<file path="src/rtl/lm_sm_sequencer_if.sv">
// Decode-stage interface between the instruction in ID and the LM/SM
// sequencer: instruction fields and pipeline controls in, micro-op out.
interface lm_sm_sequencer_if #(
  parameter int DATA_W = 16
) ();
  logic              inst_valid;
  logic [3:0]        opcode;
  logic [7:0]        reg_list;
  logic              stall_in;
  logic              flush;
  logic              seq_hold;
  logic              busy;
  logic              uop_valid;
  logic              uop_is_load;
  logic [2:0]        uop_reg;
  logic [DATA_W-1:0] uop_offset;
  logic              uop_last;

  // Decode side: presents the instruction, consumes the micro-op stream.
  modport master (
    output inst_valid, opcode, reg_list, stall_in, flush,
    input  seq_hold, busy, uop_valid, uop_is_load, uop_reg, uop_offset, uop_last
  );

  // Sequencer side.
  modport slave (
    input  inst_valid, opcode, reg_list, stall_in, flush,
    output seq_hold, busy, uop_valid, uop_is_load, uop_reg, uop_offset, uop_last
  );
endinterface

</file>
<file path="src/rtl/lm_sm_sequencer.sv">
// LM/SM sequencer: breaks a multi-register load/store into one register
// transfer per cycle, lowest register first. The first transfer issues
// straight from IDLE with zero latency; IF/ID and PC are held until the
// last transfer issues.
module lm_sm_sequencer #(
  parameter logic [3:0] OPC_LM = 4'b0110,
  parameter logic [3:0] OPC_SM = 4'b0111,
  parameter int         DATA_W = 16
) (
  input  logic              clock,
  input  logic              reset,
  lm_sm_sequencer_if.slave  bus
);

  typedef enum logic {IDLE, RUN} state_t;

  state_t     state_reg, state_next;
  logic [7:0] mask_reg, mask_next;
  logic [2:0] count_reg, count_next;
  logic       is_load_reg, is_load_next;

  logic       is_lmsm;
  logic       start;
  logic [7:0] cur_mask;
  logic       cur_load;
  logic       active;
  logic [7:0] onehot;
  logic [7:0] rem;
  logic [2:0] reg_idx;
  logic       valid_int;

  // Decode the instruction and pick the current transfer from the live
  // register list (IDLE) or the remaining mask (RUN).
  always_comb begin
    is_lmsm  = (bus.opcode == OPC_LM) || (bus.opcode == OPC_SM);
    start    = bus.inst_valid && is_lmsm && (state_reg == IDLE);
    cur_mask = (state_reg == IDLE) ? bus.reg_list : mask_reg;
    cur_load = (state_reg == IDLE) ? (bus.opcode == OPC_LM) : is_load_reg;
    active   = (start && (bus.reg_list != 8'd0)) || (state_reg == RUN);
    onehot   = cur_mask & (~cur_mask + 8'd1);
    rem      = cur_mask & ~onehot;
    reg_idx  = 3'd0;
    // Descending scan so the lowest set bit is the one that sticks.
    for (int i = 7; i >= 0; i--) begin
      if (onehot[i]) reg_idx = 3'(i);
    end
  end

  // Micro-op outputs; everything is forced low while reset is asserted.
  always_comb begin
    valid_int       = !reset && active && !bus.flush;
    bus.uop_valid   = valid_int;
    bus.uop_reg     = valid_int ? reg_idx : 3'd0;
    bus.uop_is_load = valid_int && cur_load;
    bus.uop_offset  = (valid_int && state_reg == RUN) ?
                      {{(DATA_W-3){1'b0}}, count_reg} : {DATA_W{1'b0}};
    bus.uop_last    = valid_int && (rem == 8'd0);
    bus.busy        = !reset && (state_reg == RUN);
    bus.seq_hold    = valid_int && ((rem != 8'd0) || bus.stall_in);
  end

  // Next-state: flush beats stall, stall beats advance.
  always_comb begin
    state_next   = state_reg;
    mask_next    = mask_reg;
    count_next   = count_reg;
    is_load_next = is_load_reg;
    if (bus.flush) begin
      state_next = IDLE;
      mask_next  = 8'd0;
      count_next = 3'd0;
    end else if (active && bus.stall_in) begin
      // Hold everything; the same micro-op is re-presented.
    end else if (active && rem != 8'd0) begin
      state_next   = RUN;
      mask_next    = rem;
      count_next   = ((state_reg == IDLE) ? 3'd0 : count_reg) + 3'd1;
      is_load_next = cur_load;
    end else if (active) begin
      // Last transfer: ID advances on this edge, so IDLE sees a new instruction.
      state_next = IDLE;
      mask_next  = 8'd0;
      count_next = 3'd0;
    end
  end

  // State registers with asynchronous reset that discards any open sequence.
  always_ff @(posedge clock or posedge reset) begin
    if (reset) begin
      state_reg   <= IDLE;
      mask_reg    <= 8'd0;
      count_reg   <= 3'd0;
      is_load_reg <= 1'b0;
    end else begin
      state_reg   <= state_next;
      mask_reg    <= mask_next;
      count_reg   <= count_next;
      is_load_reg <= is_load_next;
    end
  end

endmodule
</file>
<file path="src/flat_wrapper.sv">
// flat-port wrapper written by rule: the top's interface ports become plain ports
module lm_sm_sequencer_flat 
#(
  parameter logic [3:0] OPC_LM = 4'b0110,
  parameter logic [3:0] OPC_SM = 4'b0111,
  parameter int         DATA_W = 16
)
  (clock, reset, bus_inst_valid, bus_opcode, bus_reg_list, bus_stall_in, bus_flush, bus_seq_hold, bus_busy, bus_uop_valid, bus_uop_is_load, bus_uop_reg, bus_uop_offset, bus_uop_last);
  lm_sm_sequencer_if #(.DATA_W(DATA_W)) bus_i ();
  input  logic clock;
  input  logic reset;
  input wire logic [$bits(bus_i.inst_valid)-1:0] bus_inst_valid;
  input wire logic [$bits(bus_i.opcode)-1:0] bus_opcode;
  input wire logic [$bits(bus_i.reg_list)-1:0] bus_reg_list;
  input wire logic [$bits(bus_i.stall_in)-1:0] bus_stall_in;
  input wire logic [$bits(bus_i.flush)-1:0] bus_flush;
  output wire logic [$bits(bus_i.seq_hold)-1:0] bus_seq_hold;
  output wire logic [$bits(bus_i.busy)-1:0] bus_busy;
  output wire logic [$bits(bus_i.uop_valid)-1:0] bus_uop_valid;
  output wire logic [$bits(bus_i.uop_is_load)-1:0] bus_uop_is_load;
  output wire logic [$bits(bus_i.uop_reg)-1:0] bus_uop_reg;
  output wire logic [$bits(bus_i.uop_offset)-1:0] bus_uop_offset;
  output wire logic [$bits(bus_i.uop_last)-1:0] bus_uop_last;
  assign bus_i.inst_valid = bus_inst_valid;
  assign bus_i.opcode = bus_opcode;
  assign bus_i.reg_list = bus_reg_list;
  assign bus_i.stall_in = bus_stall_in;
  assign bus_i.flush = bus_flush;
  assign bus_seq_hold = bus_i.seq_hold;
  assign bus_busy = bus_i.busy;
  assign bus_uop_valid = bus_i.uop_valid;
  assign bus_uop_is_load = bus_i.uop_is_load;
  assign bus_uop_reg = bus_i.uop_reg;
  assign bus_uop_offset = bus_i.uop_offset;
  assign bus_uop_last = bus_i.uop_last;
  lm_sm_sequencer #(.OPC_LM(OPC_LM), .OPC_SM(OPC_SM), .DATA_W(DATA_W)) u_core (.clock(clock), .reset(reset), .bus(bus_i));
endmodule
</file>
<file path="config.mk">
export PLATFORM = sky130hd
export DESIGN_NAME = lm_sm_sequencer_flat
export DESIGN_NICKNAME = d
export VERILOG_FILES = /design/src/rtl/lm_sm_sequencer_if.sv /design/src/rtl/lm_sm_sequencer.sv /design/src/flat_wrapper.sv
export SDC_FILE = /design/constraint.sdc
export NUM_CORES = 1
export LEC_CHECK = 0
export ABC_AREA = 0
export BUFFER_PORTS_ARGS = -buffer_cell sky130_fd_sc_hd__buf_2
export CORE_ASPECT_RATIO = 0.9
export CORE_MARGIN = 2
export CORE_UTILIZATION = 42
export CTS_CLUSTER_DIAMETER = 40
export DETAILED_ROUTE_END_ITERATION = 16
export PLACE_DENSITY = 0.79
export SETUP_SLACK_MARGIN = 0.4
export SYNTH_ARGS = -nofsm -noshare
export SYNTH_HDL_FRONTEND = slang
export SYNTH_SLANG_ARGS = --single-unit
</file>
<file path="constraint.sdc">
create_clock -name clock -period 3.7 [get_ports clock]
set_clock_uncertainty 0.2 [all_clocks]
set_input_delay 0.185 -clock clock [delete_from_list [all_inputs] [get_ports clock]]
set_output_delay 0.185 -clock clock [all_outputs]
set_load 0.02 [all_outputs]
</file>
Word level (Yosys, flattened, before mapping)

Cells that the tools add are included.

Register bits: 13
Input port bits: 17
Logic and storage cells: 64

Add/sub/neg operators: 2
Eq/ne operators: 3
Muxes and demuxes: 25
Bitwise operators: 7
Reductions and logical operators: 23

Operators with widths:

| kind                                                 | number |
|---|---|
| 2-to-1 mux 3 bit                                     | 15 |
| 2-to-1 mux 8 bit                                     | 5 |
| bitwise AND 8 bit                                    | 2 |
| inverter 8 bit                                       | 2 |
| nonzero test 8 bit                                   | 2 |
| logical AND 1 bit                                    | 12 |
| adder 8 x 1 -> 8 bit (second input constant)         | 1 |
| equality test 4 x 3 -> 1 bit (second input constant) | 2 |
| logical NOT 8 bit                                    | 1 |
| 2-to-1 mux 1 bit                                     | 5 |
| adder 3 x 1 -> 3 bit (second input constant)         | 1 |
| logical OR 1 bit                                     | 3 |
| inverter 1 bit                                       | 3 |
| AND reduction 3 bit                                  | 1 |
| nonzero test 3 bit                                   | 1 |
| logical NOT 1 bit                                    | 2 |
| inequality test 2 bit (second input constant)        | 1 |
| AND reduction 2 bit                                  | 1 |

Longest topological paths before layout

Gate-level depths: netlist of run 1.

Word-level depth: 13
Depth in mapped cells: 9

Worst setup path before layout of run 1

Ideal clock, no wire load.

Path type: reg-to-output
From: register u_core.state_reg
To: output port bus_uop_reg[0]
Arrival time: 1.900 ns
Setup slack: 1.415 ns
Stages on the path, launching flop included: 7
Buffers on the path: 1
Path through: dfrtp_1 -> buf_6 -> nor3b_4 -> o211ai_4 -> nor3_1 -> o22ai_1 -> a311oi_1

Word-level cells in the longest chain between the ends: 13

Ends and longest elaborated chain:

| item                          | RTL line              | source |
|---|---|---|
| start, declared               | lm_sm_sequencer.sv:17 | `state_t state_reg, state_next;` |
| start signal, assigned        | lm_sm_sequencer.sv:95 | `state_reg <= state_next;` |
| 2-to-1 mux 8 bit              | lm_sm_sequencer.sv:37 | `cur_mask = (state_reg == IDLE) ? bus.reg_list : mask_reg;` |
| inverter 8 bit                | lm_sm_sequencer.sv:40 | `onehot = cur_mask & (~cur_mask + 8'd1);` |
| adder 8 x 1 -> 8 bit          | lm_sm_sequencer.sv:40 |  |
| bitwise AND 8 bit             | lm_sm_sequencer.sv:40 |  |
| 2-to-1 mux 3 bit (8 in a row) | lm_sm_sequencer.sv:45 | `if (onehot[i]) reg_idx = 3'(i);` |
| 2-to-1 mux 3 bit *            | lm_sm_sequencer.sv:53 | `bus.uop_reg = valid_int ? reg_idx : 3'd0;` |
| end, declared                 | flat_wrapper.sv:21    | `output wire logic [$bits(bus_i.uop_reg)-1:0] bus_uop_reg;` |

Mark *: on every way between the ends. The rest lies on a longest branch, timed or not.

Final worst setup path of run 1

From: register u_core.state_reg
To: output port bus_seq_hold

Word-level cells in the longest chain between the ends: 9

Ends and longest elaborated chain:

| item                 | RTL line              | source |
|---|---|---|
| 2-to-1 mux 8 bit     | lm_sm_sequencer.sv:37 |  |
| inverter 8 bit       | lm_sm_sequencer.sv:40 |  |
| adder 8 x 1 -> 8 bit | lm_sm_sequencer.sv:40 |  |
| bitwise AND 8 bit    | lm_sm_sequencer.sv:40 |  |
| inverter 8 bit       | lm_sm_sequencer.sv:41 | `rem = cur_mask & ~onehot;` |
| bitwise AND 8 bit    | lm_sm_sequencer.sv:41 |  |
| nonzero test 8 bit   | lm_sm_sequencer.sv:59 | `bus.seq_hold = valid_int && ((rem != 8'd0) \|\| bus.stall_in);` |
| logical OR 1 bit     | lm_sm_sequencer.sv:59 |  |
| logical AND 1 bit *  | lm_sm_sequencer.sv:59 |  |
| end, declared        | flat_wrapper.sv:17    | `output wire logic [$bits(bus_i.seq_hold)-1:0] bus_seq_hold;` |

Marks and branches as above.

==> results.py, run 1 <==
metrics = {
    "outcome": {
        "status": "complete, no violations",
    },
    "timing": {
        "timing.final.crit_share_pct": 80.0,
        "fin_hold_ws_ns": 0.0234,
        "fmax_mhz": 338,
        "finalHoldViolations": 0,
        "fin_tns_setup_ns": 0,
        "period_needed_ns": 2.96,
        "slew_headroom_pct": 60.5,
        "finalMaxSlewViolations": 0,
        "tightest_slew_ns": 0.592,
        "final.setup.worst_slack_ns": 0.742,
        "setup_viol_count_final": 0,
        "grt_setup_unrepaired": "no",
    },
    "setup_path": {
        "worstPathMaxFanout": 24,
        "reg2reg_from": "u_core.state_reg",
        "reg2reg_depth": 6,
        "reg2reg_slack_ns": 0.96,
        "worstPathArrival_ns": 2.57,
        "path_class": "register to output port",
        "worst_setup_path_start_kind": "register",
        "cp_data_required_time_ns": 3.31,
        "cpMostUsedCell": "nand3_1",
        "path_delay_family": "flip-flops",
        "slowest_stage": "dfrtp_1",
        "path_buf_inv": 2,
        "endpoint_kind": "output port",
        "crit_chain": "buf_4, nand2b_1, nand3_1, a2111oi_4, nand3_1, o21a_1, buf_2",
        "r2r_end": "u_core.is_load_reg",
        "cp-startpoint": "u_core.state_reg",
        "cpPeakStageDelay_ns": 0.72,
    },
    "detailed_routing": {
        "via_per_inst": 5.79,
        "final_antenna_net_count": 0,
        "wire_per_inst_um": 14.3,
        "first_pass_iters": 5,
        "num_vias": 1130,
        "drt_wl_total_um": 2790,
        "initialDrtViolationCount": 85,
        "post-route-drc-count": 0,
    },
    "synthesis": {
        "ys_seq_elements": 12,
        "yosysUniqueCellTypes": 49,
        "syn_area_per_cell_um2": 8.56,
        "synth_edf_count": 0,
        "ys_top_cells_by_area": "dfrtp_1 25%, buf_4 8.9%, nand2_1 3.8%",
        "ys_async_sr_fraction_pct": 100,
        "yosysSeqAreaShare_pct": 25.4,
        "syn_inst": 138,
        "synth_top_area_share_pct": 25.4,
        "yosys_warnings": 0,
        "netlist_area_um2": 1180,
        "yosysTopAreaCell": "dfrtp_1",
        "synth_flop_cell": "dfrtp_1",
    },
    "cts": {
        "clockBufferDepth": 2,
        "root_buffer": "clkbuf_4",
        "cts_made_buffers": 3,
        "clk_latency_ns": 0.28,
        "cts_tree": "done",
        "cts.clk_slew.worst_paths_ns": 0.08,
        "htreeDepth": 1,
        "cts_setup_buffers": 0,
        "clkSinkCount": 12,
    },
    "placement": {
        "dp_hpwl_um": 2210,
        "gp_congestion": 0.942,
        "portBuffers": 27,
        "placed_area_um2": 1280,
        "dp_cells": 190,
        "post-place-ws_ns": 1.03,
    },
    "grt": {
        "grt_pass1_vias": 1018,
        "track_usage_pct": 18.6,
        "grt_overflow": 0,
        "grt_pass1_wl_um": 4590,
        "grt_max_degree": 25,
        "grt_antenna_before_repair": 0,
    },
    "floorplanning": {
        "coreArea_um2": 2700,
        "ios": 41,
        "die_area_um2": 3250,
        "initial_core_util_pct": 43.7,
        "die_w_um": 59.9,
        "die_h_um": 54.3,
        "num_rows": 18,
    },
    "hold_path": {
        "hp-start": "bus_stall_in",
        "hold_end": "u_core.mask_reg[6]",
        "hold_class": "input port to register",
        "min_path_cells": 2,
    },
    "pwr": {
        "p_leak_nw": 0.608,
        "ir_worst_vdd_uv": 123,
        "total_power_mw": 0.339,
        "powerDensity_nw_per_um2": 255,
    },
    "final_layout": {
        "final_nets": 184,
        "final_cell_area_um2": 1330,
        "area_growth_pct": 12.4,
        "largest_reg_flops": 7,
        "final_cells": 195,
        "num-fill-cells": 271,
        "antennaDiodeCount": 0,
        "post-route-util_pct": 49.1,
        "layout-drive-gt1-share_pct": 24.8,
    },
    "run": {
        "maxCapViolations": 0,
    },
}
-- area by class of cell --
type	instances	area, um2	area share, %
repair buffers	30	160	12.1
well taps	30	37.5	2.83
flip-flops and latches	12	300	22.6
inverters	7	26.3	1.98
multi-input cells	112	767	57.8
clock buffers	4	36.3	2.73
-- cell usage in the layout, fill, tap and decap left out, drive strengths merged, types with 2 or more instances in the layout --
cell type / Yosys / final
o41ai: 3 / 3
dfrtp: 12 / 12
o21ai: 5 / 5
nor3b: 2 / 2
nand3: 2 / 2
conb: 1 / 13
mux2i: 4 / 4
clkbuf: 3 / 4
mux2: 2 / 2
nor3: 5 / 5
a22o: 3 / 3
nand2b: 5 / 5
nor4: 3 / 3
a31oi: 2 / 2
buf: 16 / 29
and2: 5 / 5
a211oi: 2 / 2
o21a: 2 / 2
a21oi: 3 / 3
inv: 7 / 7
a311oi: 2 / 2
o22ai: 3 / 3
nand3b: 2 / 2
nor2: 12 / 12
o21bai: 3 / 3
nand2: 12 / 12
o31ai: 3 / 3
-- report_power, final --
| part | leakage [nW] | switching [mW] | total (mW) | internal, mW |
|---|---|---|---|---|
| Combinational | 0.421 | 0.0594 | 0.0915 | 0.0321 |
| Sequential | 0.167 | 0.00572 | 0.140 | 0.135 |
| Clock | 0.0210 | 0.0472 | 0.107 | 0.0598 |
| Total | 0.608 | 0.112 | 0.339 | 0.227 |
-- metal layers --
layer	vias to the layer above	GRT usage, %	share of wire [%]
met3	2	1.65	7.6
li1	539	-	-
met2	64	30.1	46
met1	525	25.6	46
met4	0	7.41	0.68
met5	-	0	0
-- worst max-delay path by stage --
| stage | endpoint | slack [ns] | cells past startpoint |
|---|---|---|---|
| floorplan | bus_uop_reg[0] | 1.41 | 6 |
| global placement | bus_seq_hold | 1.10 | 7 |
| detailed placement | u_core.is_load_reg | 1.03 | 6 |
| CTS | bus_seq_hold | 0.73 | 7 |
| global route | bus_uop_reg[0] | 0.53 | 6 |
| finish | bus_seq_hold | 0.74 | 7 |
-- synthesized netlist by cell type, drive strengths merged, types with 2 or more instances --
cell,n
nand2b,5
nand3,2
o22ai,3
dfrtp,12
a21oi,3
a22o,3
a31oi,2
nor3b,2
nor3,5
a211oi,2
mux2,2
nand3b,2
inv,7
nor4,3
buf,16
nor2,12
o21a,2
clkbuf,3
o41ai,3
o21bai,3
o21ai,5
o31ai,3
a311oi,2
mux2i,4
and2,5
nand2,12
-- worst register-to-register path, stage by stage, from the launching register on --
cell and delay, ns:
dfrtp_1 0.72, buf_4 0.36, nor2_1 0.08, a32oi_1 0.27
o21bai_1 0.17, a311oi_2 0.47, mux2_1 0.36
-- cells by family (layout without fill, tap and decap cells) --
logic type / Yosys count / after routing / synth area share, %
other: 1 / 13 / 0.317
AND/OR/NAND/NOR: 50 / 50 / 23.5
buffers and inverters: 26 / 41 / 13.5
flip-flops: 12 / 12 / 25.4
adder cells (fa/ha/maj): 1 / 1 / 1.06
multiplexers: 6 / 6 / 6.36
AO/OA/AOI/OAI: 42 / 42 / 29.9
-- timing repair --
action / in CTS / in global routing
hold endpoints to repair: 12 / 0
hold buffers: 1 / 0
resized for setup: 0 / 0
No activity file was read; power rests on OpenSTA's default activity.
==> inputs of run 2 (changes only) <==
Settings changed: PLACE_DENSITY 0.79 to 0.82.
Clock period 3.7 ns to 2.7 ns, I/O delays scaled along.
==> run 2 against run 1 <==
Against the previous run: count of clock-buffer cells in the layout down 1; wire length up 23%; worst hold slack better by 0.033 ns; sequential share of layout area down 3.5 points; cell area up 19%; core utilization up 9.2 points; worst setup slack worse by 0.52 ns; combinational power up 85%; first-iteration DRC count down 13%; flip-flop and latch count unchanged; via count up 10%; global-route usage up 2.9 points; largest power group unchanged; highest routed layer unchanged.
==> results.py, run 2 (synthesis gave the netlist of run 1 again) <==
metrics = {
    "detailed_routing": {
        "num_vias": 1245,
        "initialDrtViolationCount": 74,
        "first_pass_iters": 4,
        "post-route-drc-count": 0,
        "wire_per_inst_um": 15.9,
        "via_per_inst": 5.76,
        "drt_wl_total_um": 3440,
        "final_antenna_net_count": 0,
    },
    "grt": {
        "grt_pass1_wl_um": 5190,
        "grt_max_degree": 15,
        "grt_antenna_before_repair": 0,
        "grt_pass1_vias": 1106,
        "grt_overflow": 0,
        "track_usage_pct": 21.5,
    },
    "timing": {
        "setup_viol_count_final": 0,
        "finalHoldViolations": 0,
        "period_needed_ns": 2.48,
        "timing.final.crit_share_pct": 91.7,
        "finalMaxSlewViolations": 0,
        "grt_setup_unrepaired": "yes",
        "fmax_mhz": 404,
        "fin_tns_setup_ns": 0,
    },
    "final_layout": {
        "post-route-util_pct": 58.3,
        "antennaDiodeCount": 0,
        "final_cell_area_um2": 1580,
        "final_nets": 206,
        "layout-drive-gt1-share_pct": 38.2,
        "layout_commonest_cell": "buf_2",
        "layout_common_cells": "25 x buf_2, 21 x buf_4, 13 x conb_1",
        "largest_reg_flops": 7,
        "area_growth_pct": 33.5,
    },
    "setup_path": {
        "crit_chain": "buf_4, mux2i_4, a31oi_1, a2111oi_4, nand3_2, o21a_1, buf_2",
        "cpPeakStageDelay_ns": 0.43,
        "worst_setup_path_start_kind": "register",
        "reg2reg_depth": 8,
        "worstPathArrival_ns": 2.14,
        "path_class": "register to output port",
        "reg2reg_from": "u_core.state_reg",
        "cp_data_required_time_ns": 2.37,
        "endpoint_kind": "output port",
        "slowest_stage": "dfrtp_2",
        "r2r_end": "u_core.count_reg[2]",
        "path_buf_inv": 2,
        "path_delay_family": "compound AO/OA/AOI/OAI gates",
        "worstPathMaxFanout": 5,
        "reg2reg_slack_ns": 0.26,
    },
    "placement": {
        "placed_area_um2": 1320,
        "dp_hpwl_um": 2180,
        "gp_congestion": 0.918,
        "portBuffers": 27,
    },
    "cts": {
        "htreeDepth": 1,
        "cts_made_buffers": 3,
        "clkSinkCount": 12,
        "clockBufferDepth": 2,
        "root_buffer": "clkbuf_4",
        "cts.clk_slew.worst_paths_ns": 0.07,
        "clk_latency_ns": 0.27,
        "cts_tree": "done",
    },
    "floorplanning": {
        "die_area_um2": 3250,
        "die_h_um": 54.3,
        "die_w_um": 59.9,
        "initial_core_util_pct": 43.7,
        "ios": 41,
        "coreArea_um2": 2700,
        "num_rows": 18,
    },
    "pwr": {
        "powerDensity_nw_per_um2": 298,
        "power.share.clock_pct": 23.4,
        "p_leak_nw": 0.740,
        "ir_worst_vdd_uv": 226,
        "seqPwrFrac_pct": 40.6,
        "p_int_mw": 0.305,
        "swShare_pct": 35.2,
        "p_switching_mw": 0.166,
        "combinationalPowerShare_pct": 35.9,
    },
    "outcome": {
        "status": "complete, no violations",
    },
    "run": {
        "maxCapViolations": 0,
    },
    "hold_path": {
        "hold_class": "input port to register",
        "hold_end": "u_core.mask_reg[2]",
        "min_path_cells": 3,
        "hp-start": "bus_reg_list[2]",
    },
}
run 2: cell count changes in the layout (fill, tap and decap cells not counted), moves of 2 or more:
cell | before | now
buf_4 | 2 | 21
buf_2 | 27 | 25
nand2b_1 | 5 | 3
buf_6 | 0 | 3
run 2: worst max-delay path by stage:
stage	from	to	slack (ns)	depth (start not counted)
3_5_place_dp	u_core.state_reg	u_core.is_load_reg	0.28	6
3_3_place_gp	u_core.state_reg	u_core.is_load_reg	0.32	6
6_report	u_core.state_reg	bus_seq_hold	0.22	7
5_1_grt	u_core.state_reg	bus_seq_hold	0.15	7
2_1_floorplan	u_core.state_reg	bus_uop_reg[0]	0.46	6
4_1_cts	u_core.state_reg	bus_seq_hold	0.23	7
run 2: routing by layer:
| layer | up-vias | wire length (um) | global-route usage, % |
|---|---|---|---|
| li1 | 585 | - | - |
| met1 | 569 | 1450 | 29.4 |
| met2 | 83 | 1590 | 36.4 |
| met3 | 8 | 352 | 2.84 |
| met4 | 0 | 44 | 4.44 |
| met5 | - | 0 | 0 |
run 2: power by group through the flow:
stage	Combinational, mW	Sequential [mW]	Clock [mW]
floorplan	0.107	0.191	0
global placement	0.131	0.194	0
detailed placement	0.132	0.194	0
CTS	0.150	0.191	0.107
global route	0.181	0.192	0.120
finish	0.169	0.191	0.110
run 2: layout make-up:
class / instances / area, um2
inverters: 7 / 26.3
multi-input cells: 112 / 832
flip-flops and latches: 12 / 302
clock buffers: 3 / 22.5
fillers: 233 / 1130
well taps: 30 / 37.5
repair buffers: 52 / 357
run 2: what timing repair did:
item,in CTS,in global routing
hold buffers,2,0
endpoints found under the setup margin,9,11
pin swaps,6,7
buffers inserted,10,7
gates resized for setup,10,10
hold endpoints to repair,14,0
run 2: worst register-to-register path, cell delays in order, from the launching register on:
cell and delay, ns:
dfrtp_2 0.43, buf_4 0.19, mux2i_4 0.26, a31oi_1 0.10, a2111oi_4 0.41, nand3_2 0.15, buf_4 0.15, buf_4 0.12
a221o_1 0.31
run 2: per-stage QoR:
stage          hold slack (ns)  setup slack [ns]  power, mW  std cells
3_3_place_gp           -0.0403             0.320      0.324        194
3_5_place_dp           -0.0402             0.278      0.326        194
5_1_grt                 0.0656             0.149      0.493        216
2_1_floorplan           -0.192             0.465      0.299        150
4_1_cts                 0.0493             0.230      0.448        209
6_report                0.0568             0.223      0.470        216
